### src/rtl/uart_tx_arbiter_if.sv
// Requester-side and TX-side byte handshake for the UART transmit arbiter.
// "slave" is the arbiter's view; "master" is the surrounding environment.
interface uart_tx_arbiter_if #(
  parameter int NREQ = 4
);
  logic [NREQ-1:0]   req_valid;
  logic [NREQ-1:0]   req_last;
  logic [8*NREQ-1:0] req_data;
  logic [NREQ-1:0]   req_ready;
  logic [7:0]        out_data;
  logic              out_valid;
  logic              out_ready;

  modport slave (
    input  req_valid, req_last, req_data, out_ready,
    output req_ready, out_data, out_valid
  );

  modport master (
    output req_valid, req_last, req_data, out_ready,
    input  req_ready, out_data, out_valid
  );
endinterface

### src/rtl/uart_tx_arbiter.sv
// Round-robin arbiter sharing one UART TX byte channel; a grant is held for a
// whole message (until req_last) with a watchdog that releases a stalled owner.
module uart_tx_arbiter #(
  parameter int NREQ    = 4,
  parameter int IDW     = 2,
  parameter int TIMEOUT = 255
) (
  input  logic            clk,
  input  logic            rst_n,
  uart_tx_arbiter_if.slave bus,
  output logic [NREQ-1:0] grant,
  output logic            busy,
  output logic            timeout_err,
  output logic [IDW-1:0]  timeout_id
);

  localparam int WDW = (TIMEOUT > 0) ? $clog2(TIMEOUT + 1) : 1;
  // Release fires on the edge that would take the count to TIMEOUT.
  localparam logic [WDW-1:0] WD_LAST = (TIMEOUT > 0) ? WDW'(TIMEOUT - 1) : '0;
  localparam logic [IDW-1:0] RR_INIT = IDW'(NREQ - 1);

  typedef enum logic {IDLE, XFER} state_t;

  state_t         state, state_nxt;
  logic [IDW-1:0] owner, owner_nxt;
  logic [IDW-1:0] rr_ptr, rr_ptr_nxt;
  logic [IDW-1:0] tid_nxt;
  logic [WDW-1:0] wdog, wdog_nxt;
  logic           terr_nxt;

  logic [IDW-1:0] winner;
  logic [IDW-1:0] cand;
  logic           any_req;
  logic           own_valid;
  logic           own_last;
  logic [7:0]     own_data;

  // Scan downward so the candidate nearest rr_ptr+1 is the one left standing.
  always_comb begin
    winner  = '0;
    any_req = 1'b0;
    cand    = '0;
    for (int k = NREQ; k >= 1; k--) begin
      cand = IDW'((int'(rr_ptr) + k) % NREQ);
      if (bus.req_valid[cand]) begin
        winner  = cand;
        any_req = 1'b1;
      end
    end
  end

  always_comb begin
    own_valid = bus.req_valid[owner];
    own_last  = bus.req_last[owner];
    own_data  = bus.req_data[8*int'(owner) +: 8];
  end

  always_comb begin
    state_nxt     = state;
    owner_nxt     = owner;
    rr_ptr_nxt    = rr_ptr;
    wdog_nxt      = wdog;
    terr_nxt      = 1'b0;
    tid_nxt       = timeout_id;
    grant         = '0;
    busy          = 1'b0;
    bus.req_ready = '0;
    bus.out_valid = 1'b0;
    bus.out_data  = '0;
    case (state)
      IDLE: begin
        if (any_req) begin
          state_nxt = XFER;
          owner_nxt = winner;
          wdog_nxt  = '0;
        end
      end
      XFER: begin
        grant[owner]         = 1'b1;
        busy                 = 1'b1;
        bus.out_valid        = own_valid;
        bus.out_data         = own_data;
        bus.req_ready[owner] = bus.out_ready;
        if (own_valid) begin
          // Backpressure from the TX side never counts toward the watchdog.
          wdog_nxt = '0;
          if (bus.out_ready && own_last) begin
            state_nxt  = IDLE;
            rr_ptr_nxt = owner;
          end
        end else if (TIMEOUT > 0) begin
          if (wdog == WD_LAST) begin
            state_nxt  = IDLE;
            rr_ptr_nxt = owner;
            terr_nxt   = 1'b1;
            tid_nxt    = owner;
            wdog_nxt   = '0;
          end else begin
            wdog_nxt = wdog + 1'b1;
          end
        end
      end
      default: state_nxt = IDLE;
    endcase
  end

  always_ff @(posedge clk or negedge rst_n) begin
    if (!rst_n) begin
      state       <= IDLE;
      owner       <= '0;
      rr_ptr      <= RR_INIT;
      wdog        <= '0;
      timeout_err <= 1'b0;
      timeout_id  <= '0;
    end else begin
      state       <= state_nxt;
      owner       <= owner_nxt;
      rr_ptr      <= rr_ptr_nxt;
      wdog        <= wdog_nxt;
      timeout_err <= terr_nxt;
      timeout_id  <= tid_nxt;
    end
  end

endmodule
### src/flat_wrapper.sv
// flat-port wrapper written by rule: the top's interface ports become plain ports
module uart_tx_arbiter_flat 
#(
  parameter int NREQ    = 4,
  parameter int IDW     = 2,
  parameter int TIMEOUT = 255
)
  (clk, rst_n, grant, busy, timeout_err, timeout_id, bus_req_valid, bus_req_last, bus_req_data, bus_out_ready, bus_req_ready, bus_out_data, bus_out_valid);
  uart_tx_arbiter_if #(.NREQ(NREQ)) bus_i ();
  input  logic clk;
  input  logic rst_n;
  output logic [NREQ-1:0] grant;
  output logic busy;
  output logic timeout_err;
  output logic [IDW-1:0] timeout_id;
  input wire logic [$bits(bus_i.req_valid)-1:0] bus_req_valid;
  input wire logic [$bits(bus_i.req_last)-1:0] bus_req_last;
  input wire logic [$bits(bus_i.req_data)-1:0] bus_req_data;
  input wire logic [$bits(bus_i.out_ready)-1:0] bus_out_ready;
  output wire logic [$bits(bus_i.req_ready)-1:0] bus_req_ready;
  output wire logic [$bits(bus_i.out_data)-1:0] bus_out_data;
  output wire logic [$bits(bus_i.out_valid)-1:0] bus_out_valid;
  assign bus_i.req_valid = bus_req_valid;
  assign bus_i.req_last = bus_req_last;
  assign bus_i.req_data = bus_req_data;
  assign bus_i.out_ready = bus_out_ready;
  assign bus_req_ready = bus_i.req_ready;
  assign bus_out_data = bus_i.out_data;
  assign bus_out_valid = bus_i.out_valid;
  uart_tx_arbiter #(.NREQ(NREQ), .IDW(IDW), .TIMEOUT(TIMEOUT)) u_core (.clk(clk), .rst_n(rst_n), .bus(bus_i), .grant(grant), .busy(busy), .timeout_err(timeout_err), .timeout_id(timeout_id));
endmodule
### config.mk
export PLATFORM = sky130hd
export DESIGN_NAME = uart_tx_arbiter_flat
export DESIGN_NICKNAME = d
export VERILOG_FILES = /design/src/rtl/uart_tx_arbiter_if.sv /design/src/rtl/uart_tx_arbiter.sv /design/src/flat_wrapper.sv
export SDC_FILE = /design/constraint.sdc
export NUM_CORES = 1
export LEC_CHECK = 0
export ABC_AREA = 1
export CORE_ASPECT_RATIO = 1.25
export CORE_MARGIN = 4
export CORE_UTILIZATION = 30
export CTS_BUF_LIST = sky130_fd_sc_hd__clkbuf_8 sky130_fd_sc_hd__clkbuf_16
export DETAILED_ROUTE_END_ITERATION = 12
export SYNTH_ARGS = -nofsm -noshare
export SYNTH_HDL_FRONTEND = slang
export SYNTH_SLANG_ARGS = --single-unit
export TNS_END_PERCENT = 100
### constraint.sdc
create_clock -name clk -period 2.8 [get_ports clk]
set_input_delay 0.56 -clock clk [delete_from_list [all_inputs] [get_ports clk]]
set_output_delay 0.56 -clock clk [all_outputs]
set_load 0.005 [all_outputs]
==> PnR_summary.wiki <==
{| class="wikitable"
! Metric !! Value
|-
| Number of global-route vias before repair || 1460
|-
| Effective utilization at floorplan || 31.3%
|-
| Critical path start-end classification || primary input to primary output
|-
| EDFF count, synth || 0
|-
| Class of the tightest hold or removal check || flop to flop
|-
| Maximum root-to-sink buffer count || 2
|-
| Root cell of the clock tree || clkbuf_8
|-
| Top Ports || 64
|-
| Post-synthesis net count || 240
|-
| Slew at the pin with the worst max-slew slack || 0.694 ns
|-
| All-layer global routing usage || 15.3%
|-
| Setup violations, final || 0
|-
| Worst Hold Endpoint || u_core.timeout_id[1]$_DFFE_PN0P_
|-
| Area fraction of the dominant cell type after synthesis || 27.3%
|-
| IO buf count || 63
|-
| Worst Clk Skew || 0.00424 ns
|-
| Post-synthesis to final-layout area growth || 59.2%
|-
| CTS tree || built
|-
| Cell area reported after detailed placement || 1990 µm²
|-
| Count of nets after finishing || 307
|-
| Count of instances resized after the clock tree is built || 0
|-
| Final RePlAce weighted congestion || 0.839
|-
| Total DRC errors in the routed layout || 0
|-
| Count of final max-slew check failures || 0
|-
| Number of nets with antenna violations after detailed routing || 0
|-
| Number of rows created at floorplan || 26
|-
| Largest vdd supply drop || 0.477 mV
|-
| Number of warning messages in the yosys log || 0
|-
| Synth Instances || 195
|-
| Final-report hold violation count || 0
|-
| Fmax || 0.382 GHz
|-
| Destination of the worst register-to-register timing path || u_core.rr_ptr[1]$_DFFE_PN1P_
|-
| Category of the worst setup path capture point || primary output
|-
| Mean routed wirelength per cell || 12.6 µm
|-
| Detailed-routing iteration count for the pre-antenna-repair pass || 4
|-
| Final-layout worst hold slack || 0.501 ns
|-
| Post-synthesis area per instance || 6.58 µm²
|-
| Worst-path fanout max || 4
|-
| Unrepaired setup endpoints after global routing || false
|-
| Leakage dissipation || 0.923 nW
|-
| Share of cells above drive strength 1 || 8.05%
|-
| Data required, critical path || 2.24 ns
|-
| Hold-fix buffers, CTS || 0
|-
| Critical Path Source || bus_req_valid[3]
|-
| Most instantiated flip-flop cell in the synthesis netlist || dfrtp_1
|-
| Hold Crit Depth || 2
|-
| Via count || 1501
|-
| Cell with the most instances after synthesis || nand2_1
|-
| Global-route wire length before repair || 6530 µm
|-
| Register-to-Register Path Depth || 9
|-
| DR iter-0 viols || 95
|-
| Status || complete, no violations
|-
| Pwr/cell area || 834 nW/µm²
|-
| Commonest cells post-synth || 62 x nand2_1, 21 x inv_1, 21 x nand3_1
|-
| Cell area after synthesis || 1280 µm²
|-
| Proportion of synthesized chip area in sequential cells || 31.4%
|-
| Sum Neg Setup Slack || 0 ns
|-
| Maximum number of pins on one net before global-route repair || 19
|-
| Clock latency on the worst-skew pair || 0.26 ns
|-
| Crit start category || primary input
|-
| Count of clock tree sinks || 16
|-
| Worst Min Path Start || u_core.timeout_id[1]$_DFFE_PN0P_
|-
| Final wirelength || 4010 µm
|-
| Via-to-Cell Ratio || 4.74
|-
| H-tree depth || 1
|-
| Placed wire-length estimate || 3250 µm
|-
| Clock transition at the registers of the reported paths || 0.06 ns
|-
| Synth Register Bits || 16
|-
| Slack of the worst reg-to-reg path || 1.16 ns
|-
| Share of the cycle needed by the critical path after routing || 93.6%
|-
| Startpoint of the worst-slack reg-to-reg timing path || u_core.owner[1]$_DFFE_PN0P_
|-
| Cell types occupying the most area after synthesis || dfrtp_1 27%, nand2_1 18%, nand3_1 8.2%
|-
| Max transition margin || 53.6%
|-
| Post-layout instance area || 2040 µm²
|-
| Vertical die dimension || 81.1 µm
|-
| Total Die Area || 5400 µm²
|-
| Width of the chip || 66.5 µm
|-
| Maxcap violations || 0
|-
| Core outline area || 4100 µm²
|-
| Antenna violations before repair || 0
|-
| Cell accounting for the most synthesized area || dfrtp_1
|-
| Synth cell types || 29
|-
| Final critical delay including setup and external delays || 2.62 ns
|-
| Setup Fix Bufs, Post-CTS || 0
|-
| Arrival time worst endpoint || 2.06 ns
|-
| Number of buffers inserted during clock tree synthesis || 3
|-
| Share of async-settable or async-resettable flops after synthesis || 100%
|-
| Gr ovfl total || 0
|-
| # diodes || 0
|-
| Total power of the final layout || 0.00170 W
|}
==> how the worst max path moves through the flow <==
stage	to	depth (start not counted)
after CTS	bus_out_data[5]	5
final	bus_out_valid	6
after global placement	bus_out_valid	6
after detailed placement	bus_out_valid	6
after global routing	bus_out_data[3]	5
after floorplan	bus_out_data[1]	3
==> final cells by class <==
type / instances / area [µm²]
timing repair buffer: 67 / 661
tap: 56 / 70.1
clock buffer: 4 / 55.1
fill: 445 / 2060
inverter: 23 / 86.3
multi-input combinational: 151 / 768
sequential: 16 / 403
==> state kept, by name, summed over array words and instances, names as in the netlist <==
register,cells
u_core.owner,2
u_core.timeout_err,1
u_core.wdog,8
u_core.timeout_id,2
u_core.state,1
u_core.rr_ptr,2
==> cell families (layout without fill, tap and decap cells) <==
kind of cell / after synthesis / in the layout / share of synthesized area (%)
fa+ha+maj: 2 / 2 / 1.95
compound gates: 32 / 32 / 15.9
xor+xnor: 5 / 5 / 3.41
buf+inv: 28 / 94 / 8.77
flops: 16 / 16 / 31.4
simple gates: 112 / 112 / 38.6
==> where the power goes <==
group	internal, W	total [W]	switching [W]	leakage, nW
clock network	0.000125	0.000210	0.0000845	0.0288
registers	0.000293	0.000387	0.0000935	0.205
logic	0.000548	0.00111	0.000559	0.690
total	0.000966	0.00170	0.000737	0.923
==> per-layer routing <==
layer | track usage, % | vias to the layer above | wire length, µm
li1 | - | 783 | -
met4 | 3.66 | 0 | 31
met2 | 25.4 | 59 | 1820
met3 | 5.26 | 3 | 372
met1 | 19.0 | 656 | 1790
met5 | 0 | - | 0
==> critical path, cell delays in order <==
cell             delay (ns)
clkdlybuf4s50_1        0.48
inv_1                  0.08
o22ai_2                0.22
nor2_4                 0.07
nor2_2                 0.13
clkdlybuf4s50_1        0.53
==> metrics by stage <==
| stage | cells | utilization [%] | worst slack, ns |
|---|---|---|---|
| after CTS | 317 | 49.8 | 0.152 |
| after global routing | 317 | 49.8 | 0.00193 |
| after global placement | 313 | 48.5 | 0.213 |
| after floorplan | 195 | - | 1.17 |
| final | 317 | 49.8 | 0.180 |
| after detailed placement | 313 | 48.5 | 0.183 |
==> cells in the final DEF, fill, tap and decap left out, types with 2 or more instances in the layout <==
master,instances
xnor2_1,2
nand3_1,21
nand2_2,4
ha_1,2
nand4_1,3
a31oi_1,9
nor2_1,12
dfstp_2,2
a22oi_1,8
o21ai_1,6
o21ai_0,2
a21oi_1,4
nand2_1,62
dfrtp_1,14
buf_4,4
clkdlybuf4s50_1,63
nor3_1,5
nand3_2,2
clkbuf_8,4
inv_1,21
xor2_1,3
Note: power is estimated with default switching activity, not from simulation.
